==> src/rtl/multicycle_controller.sv <==
// Multi-cycle control FSM: sequences ALU, register file, PC and the shared memory
// port one instruction at a time, with a bounded wait on mem_ready.
module multicycle_controller #(
  parameter int unsigned WAIT_LIMIT = 15,
  parameter int unsigned CNT_W      = 4
) (
  input  logic       clk,
  input  logic       reset,
  input  logic [5:0] opcode,
  input  logic [5:0] funct,
  input  logic       zero,
  input  logic       mem_ready,
  output logic       pc_write,
  output logic       pc_src,
  output logic       ir_write,
  output logic       i_or_d,
  output logic       mem_read,
  output logic       mem_write,
  output logic       mem_to_reg,
  output logic       reg_dst,
  output logic       reg_write,
  output logic       alu_src_a,
  output logic [1:0] alu_src_b,
  output logic [3:0] alu_op,
  output logic       retire,
  output logic       illegal_op,
  output logic       mem_timeout,
  output logic [3:0] state
);

  localparam logic [5:0] OP_RTYPE = 6'b000000;
  localparam logic [5:0] OP_LW    = 6'b100011;
  localparam logic [5:0] OP_SW    = 6'b101011;
  localparam logic [5:0] OP_BEQ   = 6'b000100;
  localparam logic [5:0] OP_ADDI  = 6'b001000;

  localparam logic [5:0] FN_ADD = 6'b100000;
  localparam logic [5:0] FN_SUB = 6'b100010;
  localparam logic [5:0] FN_AND = 6'b100100;
  localparam logic [5:0] FN_OR  = 6'b100101;
  localparam logic [5:0] FN_SLT = 6'b101010;

  localparam logic [3:0] ALU_ADD = 4'b0010;
  localparam logic [3:0] ALU_SUB = 4'b0110;
  localparam logic [3:0] ALU_AND = 4'b0000;
  localparam logic [3:0] ALU_OR  = 4'b0001;
  localparam logic [3:0] ALU_SLT = 4'b0111;

  localparam logic [1:0] SRCB_REG  = 2'b00;
  localparam logic [1:0] SRCB_FOUR = 2'b01;
  localparam logic [1:0] SRCB_IMM  = 2'b10;
  localparam logic [1:0] SRCB_BR   = 2'b11;

  typedef enum logic [3:0] {
    S_FETCH    = 4'd0,
    S_DECODE   = 4'd1,
    S_MEM_ADDR = 4'd2,
    S_MEM_RD   = 4'd3,
    S_MEM_WB   = 4'd4,
    S_MEM_WR   = 4'd5,
    S_EXEC     = 4'd6,
    S_R_WB     = 4'd7,
    S_BRANCH   = 4'd8,
    S_ADDI_EX  = 4'd9,
    S_ADDI_WB  = 4'd10
  } state_e;

  state_e           state_q, state_d;
  logic [CNT_W-1:0] cnt_q, cnt_d;
  logic             illegal_q, illegal_d;
  logic             timeout_q, timeout_d;

  logic       r_legal;
  logic [3:0] r_alu_op;
  logic       limit_hit;

  logic       pc_write_c, pc_src_c, ir_write_c, i_or_d_c, mem_read_c, mem_write_c;
  logic       mem_to_reg_c, reg_dst_c, reg_write_c, alu_src_a_c, retire_c;
  logic [1:0] alu_src_b_c;
  logic [3:0] alu_op_c;

  // R-type funct decode shared by DECODE (legality) and EXEC (ALU control)
  always_comb begin
    r_legal  = 1'b1;
    r_alu_op = ALU_ADD;
    case (funct)
      FN_ADD:  r_alu_op = ALU_ADD;
      FN_SUB:  r_alu_op = ALU_SUB;
      FN_AND:  r_alu_op = ALU_AND;
      FN_OR:   r_alu_op = ALU_OR;
      FN_SLT:  r_alu_op = ALU_SLT;
      default: r_legal  = 1'b0;
    endcase
  end

  assign limit_hit = (cnt_q == CNT_W'(WAIT_LIMIT)) && !mem_ready;

  // State register, wait counter and sticky flags
  always_ff @(posedge clk or posedge reset) begin
    if (reset) begin
      state_q   <= S_FETCH;
      cnt_q     <= '0;
      illegal_q <= 1'b0;
      timeout_q <= 1'b0;
    end else begin
      state_q   <= state_d;
      cnt_q     <= cnt_d;
      illegal_q <= illegal_d;
      timeout_q <= timeout_d;
    end
  end

  // Next-state and control decode; the counter only survives while a memory
  // state keeps waiting, so every entry into a wait state starts from zero.
  always_comb begin
    state_d      = state_q;
    cnt_d        = '0;
    illegal_d    = illegal_q;
    timeout_d    = timeout_q;
    pc_write_c   = 1'b0;
    pc_src_c     = 1'b0;
    ir_write_c   = 1'b0;
    i_or_d_c     = 1'b0;
    mem_read_c   = 1'b0;
    mem_write_c  = 1'b0;
    mem_to_reg_c = 1'b0;
    reg_dst_c    = 1'b0;
    reg_write_c  = 1'b0;
    alu_src_a_c  = 1'b0;
    alu_src_b_c  = SRCB_REG;
    alu_op_c     = ALU_AND;
    retire_c     = 1'b0;

    case (state_q)
      S_FETCH: begin
        mem_read_c  = 1'b1;
        alu_src_b_c = SRCB_FOUR;
        alu_op_c    = ALU_ADD;
        if (mem_ready) begin
          ir_write_c = 1'b1;
          pc_write_c = 1'b1;
          state_d    = S_DECODE;
        end else if (limit_hit) begin
          timeout_d = 1'b1;
          state_d   = S_FETCH;
        end else begin
          cnt_d = cnt_q + CNT_W'(1);
        end
      end

      S_DECODE: begin
        alu_src_b_c = SRCB_BR;
        alu_op_c    = ALU_ADD;
        case (opcode)
          OP_LW, OP_SW: state_d = S_MEM_ADDR;
          OP_BEQ:       state_d = S_BRANCH;
          OP_ADDI:      state_d = S_ADDI_EX;
          OP_RTYPE: begin
            if (r_legal) begin
              state_d = S_EXEC;
            end else begin
              illegal_d = 1'b1;
              state_d   = S_FETCH;
            end
          end
          default: begin
            illegal_d = 1'b1;
            state_d   = S_FETCH;
          end
        endcase
      end

      S_MEM_ADDR: begin
        alu_src_a_c = 1'b1;
        alu_src_b_c = SRCB_IMM;
        alu_op_c    = ALU_ADD;
        state_d     = (opcode == OP_LW) ? S_MEM_RD : S_MEM_WR;
      end

      S_MEM_RD: begin
        mem_read_c = 1'b1;
        i_or_d_c   = 1'b1;
        if (mem_ready) begin
          state_d = S_MEM_WB;
        end else if (limit_hit) begin
          timeout_d = 1'b1;
          state_d   = S_FETCH;
        end else begin
          cnt_d = cnt_q + CNT_W'(1);
        end
      end

      S_MEM_WB: begin
        reg_write_c  = 1'b1;
        mem_to_reg_c = 1'b1;
        retire_c     = 1'b1;
        state_d      = S_FETCH;
      end

      S_MEM_WR: begin
        mem_write_c = 1'b1;
        i_or_d_c    = 1'b1;
        if (mem_ready) begin
          retire_c = 1'b1;
          state_d  = S_FETCH;
        end else if (limit_hit) begin
          timeout_d = 1'b1;
          state_d   = S_FETCH;
        end else begin
          cnt_d = cnt_q + CNT_W'(1);
        end
      end

      S_EXEC: begin
        alu_src_a_c = 1'b1;
        alu_src_b_c = SRCB_REG;
        alu_op_c    = r_alu_op;
        state_d     = S_R_WB;
      end

      S_R_WB: begin
        reg_write_c = 1'b1;
        reg_dst_c   = 1'b1;
        retire_c    = 1'b1;
        state_d     = S_FETCH;
      end

      S_BRANCH: begin
        alu_src_a_c = 1'b1;
        alu_src_b_c = SRCB_REG;
        alu_op_c    = ALU_SUB;
        pc_src_c    = 1'b1;
        pc_write_c  = zero;
        retire_c    = 1'b1;
        state_d     = S_FETCH;
      end

      S_ADDI_EX: begin
        alu_src_a_c = 1'b1;
        alu_src_b_c = SRCB_IMM;
        alu_op_c    = ALU_ADD;
        state_d     = S_ADDI_WB;
      end

      S_ADDI_WB: begin
        reg_write_c = 1'b1;
        retire_c    = 1'b1;
        state_d     = S_FETCH;
      end

      default: state_d = S_FETCH;
    endcase
  end

  // Reset forces every control line low, including the FETCH read request
  assign pc_write    = pc_write_c   & ~reset;
  assign pc_src      = pc_src_c     & ~reset;
  assign ir_write    = ir_write_c   & ~reset;
  assign i_or_d      = i_or_d_c     & ~reset;
  assign mem_read    = mem_read_c   & ~reset;
  assign mem_write   = mem_write_c  & ~reset;
  assign mem_to_reg  = mem_to_reg_c & ~reset;
  assign reg_dst     = reg_dst_c    & ~reset;
  assign reg_write   = reg_write_c  & ~reset;
  assign alu_src_a   = alu_src_a_c  & ~reset;
  assign alu_src_b   = reset ? 2'b00 : alu_src_b_c;
  assign alu_op      = reset ? 4'b0000 : alu_op_c;
  assign retire      = retire_c     & ~reset;
  assign illegal_op  = illegal_q    & ~reset;
  assign mem_timeout = timeout_q    & ~reset;
  assign state       = reset ? 4'd0 : 4'(state_q);

endmodule

==> config.mk <==
export PLATFORM = sky130hd
export DESIGN_NAME = multicycle_controller
export DESIGN_NICKNAME = d
export VERILOG_FILES = /design/src/rtl/multicycle_controller.sv
export SDC_FILE = /design/constraint.sdc
export NUM_CORES = 1
export LEC_CHECK = 0
export BUFFER_PORTS_ARGS = -buffer_cell sky130_fd_sc_hd__buf_2
export CAP_MARGIN = 40
export CELL_PAD_IN_SITES_DETAIL_PLACEMENT = 0
export CELL_PAD_IN_SITES_GLOBAL_PLACEMENT = 1
export CORE_MARGIN = 2
export CORE_UTILIZATION = 35
export CTS_CLUSTER_DIAMETER = 100
export DETAILED_ROUTE_END_ITERATION = 12
export PLACE_DENSITY_LB_ADDON = 0.1
export SLEW_MARGIN = 20
export SYNTH_ARGS = -nofsm -noshare
export SYNTH_HDL_FRONTEND = slang
export SYNTH_SLANG_ARGS = --single-unit
==> constraint.sdc <==
create_clock -name clk -period 4.2 [get_ports clk]
set_clock_uncertainty 0.1 [all_clocks]
set_input_delay 0.21 -clock clk [delete_from_list [all_inputs] [get_ports clk]]
set_output_delay 0.21 -clock clk [all_outputs]
set_load 0.02 [all_outputs]
# [Word-level counts from Yosys, hierarchy flattened]
# Index checks and enable logic that the tools add are counted.
[totals] wordCells=91 inputBits=16 output_inout_bits=23 regBits=10
[op_classes] reduce_logical=17 n_addsub=1 n_eq_ne=21 bitwise=16 muxes=32
[ops] cell="$eq A6 B6 Y1 const B" n=7
[ops] cell="$mux W4" n=9
[ops] cell="$pmux W4 S7" n=1
[ops] cell="$eq A4 B3 Y1 const B" n=4
[ops] cell="$eq A4 B4 Y1 const B" n=4
[ops] cell="$pmux W4 S4" n=1
[ops] cell="$reduce_or A4 Y1" n=4
[ops] cell="$and A1 B1 Y1" n=13
[ops] cell="$mux W1" n=12
[ops] cell="$pmux W3 S4" n=1
[ops] cell="$pmux W4 S3" n=1
[ops] cell="$eq A4 B2 Y1 const B" n=2
[ops] cell="$reduce_or A2 Y1" n=4
[ops] cell="$eq A6 B3 Y1 const B" n=1
[ops] cell="$eq A6 B4 Y1 const B" n=1
[ops] cell="$logic_not A6 Y1" n=1
[ops] cell="$mux W3" n=2
[ops] cell="$pmux W1 S2" n=3
[ops] cell="$pmux W2 S3" n=1
[ops] cell="$reduce_and A3 Y1" n=2
[ops] cell="$reduce_or A3 Y1" n=2
[ops] cell="$reduce_or A5 Y1" n=1
[ops] cell="$add A4 B1 Y4 const B" n=1
[ops] cell="$eq A4 B1 Y1 const B" n=1
[ops] cell="6 further kinds" n=8

# [Logic depth before layout (Yosys ltp)]
[logic_depth] depth_word=6 mapped_depth=6 ltp_nobuf=5

# [Least setup slack after synthesis]
# Ideal clock, no wire load.
[synth_path] kind="flip-flop to output port" start="register state_q[0]" end="output port mem_read" path_stages_with_launch=4 required_time_ps=3890 t_arrival_ps=1924 setup_slack_ps=1966 cell_sequence="dfrtp_1 buf_2 or2_1 a2111oi_0"
[synth_between] elab_chain_len=4 word_cells_on_any_way=5 classes_between="1 x eq/ne; 1 x mux; 1 x bitwise; 2 x reduce/logical"
[synth_rtl] item="from (decl)" line_no="68" text="state_e state_q, state_d;"
[synth_rtl] item="from (signal assigned)" line_no="106" text="state_q <= state_d;"
[synth_rtl] item="$eq A4 B2 Y1 or $logic_not A4 Y1 (tied branches)" line_no="134" text="case (state_q)"
[synth_rtl] item="$reduce_or A2 Y1 (no source line) *"
[synth_rtl] item="$mux W1 *" line_no="134"
[synth_rtl] item="$and A1 B1 Y1 *" line_no="260" text="assign mem_read = mem_read_c & ~reset;"
[synth_rtl] item="to (decl)" line_no="17" text="output logic mem_read,"
# Mark *: on every way between the ends. The rest lies on a longest branch, timed or not.

# [Worst setup path after layout]
[layout_path] start="register state_q[1]" end="output port alu_op[2]"
[layout_between] elab_chain_len=4 word_cells_on_any_way=9 classes_between="5 x eq/ne; 2 x mux; 2 x reduce/logical"
[layout_rtl] item="$eq A4 B1 Y1, or another cell as far along" line_no="134"
[layout_rtl] item="$reduce_or A4 Y1 (no source line)"
[layout_rtl] item="$pmux W4 S3 *" line_no="134"
[layout_rtl] item="$mux W4 *" line_no="267" text="assign alu_op = reset ? 4'b0000 : alu_op_c;"
[layout_rtl] item="to (decl)" line_no="24" text="output logic [3:0] alu_op,"
# Marks and branches as above.

==> out/results.tsv <==
stage	metric	value	unit
outcome	outcome	completed	
timing	tns	0	ns
clock_tree	post_cts_buffers	0	
final_layout	final-seq-area	250	um^2
global_routing	grt_overflow_total	0	
clock_tree	cts_buffer_depth	2	
timing	finalSetupViolations	0	
clock_tree	ctsResizeCount	0	
die	die_h	55.5	um
worst_setup_path	end_kind	output pin	
route	wl_per_cell	12.2	um
synth	synthFlopType	dfrtp_1	
final_layout	postLayoutCellArea	1130	um^2
route	vias	972	
route	drc	0	
hold_path	hp-class	in -> reg	
timing	relSlewSlack	63.1	%
synth	synth.area.top_cells	dfrtp_1 (27%), nor2_1 (8.5%), nor2b_1 (4.7%)	
global_routing	grt_pass1_vias	904	
global_routing	grt_pass1_wl	3830	um
global_routing	antenna_found_initial	0	
synth	synth_area_per_cell	7.56	um^2
pwr	p_leak	0.000572	uW
worst_setup_path	r2r_cells	4	
route	vias_per_cell	5.28	
synth	synth_area_leader_cell	dfrtp_1	
final_layout	drive_gt1_share	30.5	%
synth	syn_nets	140	
route	firstDrtPassIters	4	
timing	fmax	444	MHz
final_layout	layout.nets	173	
worst_setup_path	critical_path.cell_chain	nand2_1 > or3b_1 > o21bai_1 > buf_2	
global_routing	grt_max_degree	21	
synth	synth_area	930	um^2
clock_tree	root_buffer	clkbuf_4	
die	die_area	3080	um^2
clock_tree	numCtsBuffers	3	
die	die_width	55.5	um
worst_setup_path	critical_path.max_stage_delay	0.69	ns
worst_setup_path	arrival	1.94	ns
die	core	2500	um^2
timing	finalCritPeriodShare	53.7	%
placed_design	placed_cell_area	1090	um^2
worst_setup_path	required	3.89	ns
die	rows	18	
route	routed_wl	2250	um
run	maxCapViolations	0	
clock_tree	cts_tree	yes	
worst_setup_path	crit_path_max_fanout	20	
timing	min_period	2.25	ns
final_layout	n_fill_cell	274	
clock_tree	clk_pin_slew	0.07	ns
timing	hold_violations	0	
synth	syn_inst	123	
clock_tree	cts_hold_buf	1	
die	ioPinCount	39	
synth	synth_warnings	0	
synth	synthArstFlopShare	100	%
pwr	ir_drop	0.138	mV
route	drtIter0Drc	15	
timing	worst_slew_pin_slew	0.554	ns
hold_path	holdPathStages	3	
clock_tree	h-tree-depth	1	
route	ant_nets	0	
die	start_util	37.2	%
clock_tree	cts_sinks	10	
synth	synth_cell_types	48	
worst_setup_path	slowest_stage	dfrtp_1	
timing	drv_slew	0	
synth	synth_top_cell_area_share	26.9	%
synth	ys_seq_area_share	26.9	%
placed_design	place_congestion	0.759	
final_layout	multiInputGateArea	599	um^2
final_layout	diodes	0	
synth	ys_ff_latch	10	
placed_design	portBuffers	37	
synth	synth_edf_count	0	
pwr	p_per_area	232	nW/um^2
worst_setup_path	cp-start-kind	flip-flop	
global_routing	grt_usage	14.9	%
placed_design	hpwl	1790	um
final_layout	area_delta_synth_final	21.3	%
worst_setup_path	critical_path_class	reg -> out	
timing	rsz0062_at_grt	false	
clock_tree	insertion_delay	0.26	ns
==> registers in the layout, summed over array words and instances (netlist names) <==
signal,flops
cnt_q,4
illegal_q,1
state_q,4
timeout_q,1
==> metal layers <==
| layer | global-route usage, % | share of wire [%] | vias to the layer above |
|---|---|---|---|
| met4 | 6.27 | 1.4 | 0 |
| li1 | - | - | 496 |
| met2 | 25.3 | 48 | 23 |
| met5 | 0 | 0 | - |
| met1 | 19.0 | 46 | 449 |
| met3 | 1.64 | 4.6 | 4 |
==> metrics by stage <==
stage	std cells	worst slack [ns]	power [uW]	utilization (%)	hold slack, ns
6_report	184	1.95	262	45.1	0.191
3_3_place_gp	180	2.27	198	43.8	0.270
3_5_place_dp	180	2.24	199	43.8	0.283
4_1_cts	184	1.94	266	45.1	0.204
5_1_grt	184	1.80	279	45.1	0.226
2_1_floorplan	123	1.97	174	-	0.296
==> cell type report <==
type                       instances  area share (%)
clock buffer                       3            2.00
inverter                           6            2.00
multi-input combinational         97            53.2
sequential                        10            22.2
tap                               30            3.33
timing repair buffer              38            17.3
==> worst max-delay path: cells and delay by family (launching register included) <==
kind,cells,cell delay [ns]
AO/OA/AOI/OAI,1,0.14
buffers and inverters,1,0.17
flip-flops,1,0.69
AND/OR/NAND/NOR,2,0.68
==> report_power, final <==
group	internal (uW)	switching, uW
combinational	33.9	50.5
sequential	101	11.1
clock	33.0	31.8
==> layout by cell type, fill, tap and decap left out, types with 2 or more instances in the layout <==
cell,Yosys,layout
inv_1,6,6
a21o_1,4,4
nand3_1,3,3
buf_2,4,37
a21oi_1,4,4
nand2_1,10,10
nor2_1,21,21
nand2b_1,4,4
xnor2_1,2,2
o21ai_0,3,3
o21bai_1,2,2
dfrtp_1,10,10
nor2b_1,7,7
clkbuf_4,0,3
nor3_1,7,7
==> cells in the mapped netlist, types with 3 or more instances <==
master	instances
nor2_1	21
dfrtp_1	10
nand2_1	10
nor2b_1	7
nor3_1	7
inv_1	6
a21o_1	4
a21oi_1	4
buf_2	4
nand2b_1	4
nand3_1	3
o21ai_0	3
==> worst paths after layout <==
path                               to  slack (ns)       start
min in group asynchronous  state_q[3]        0.52       reset
max                         alu_op[2]        1.95  state_q[1]
min                        state_q[0]        0.19   opcode[3]
max in group asynchronous  state_q[1]        3.20       reset
min reg2reg                 illegal_q        0.35   illegal_q
max reg2reg                state_q[1]        2.41  state_q[1]
==> logic make-up after synthesis <==
logic type,after synthesis,share of synthesized area [%]
AND/OR/NAND/NOR,64,37.3
AO/OA/AOI/OAI,26,20.3
buffers and inverters,16,8.61
flip-flops,10,26.9
XOR/XNOR,3,2.83
multiplexers,2,2.29
adder cells (fa/ha/maj),1,1.35
other,1,0.403
(Power assumes the default switching activity.)
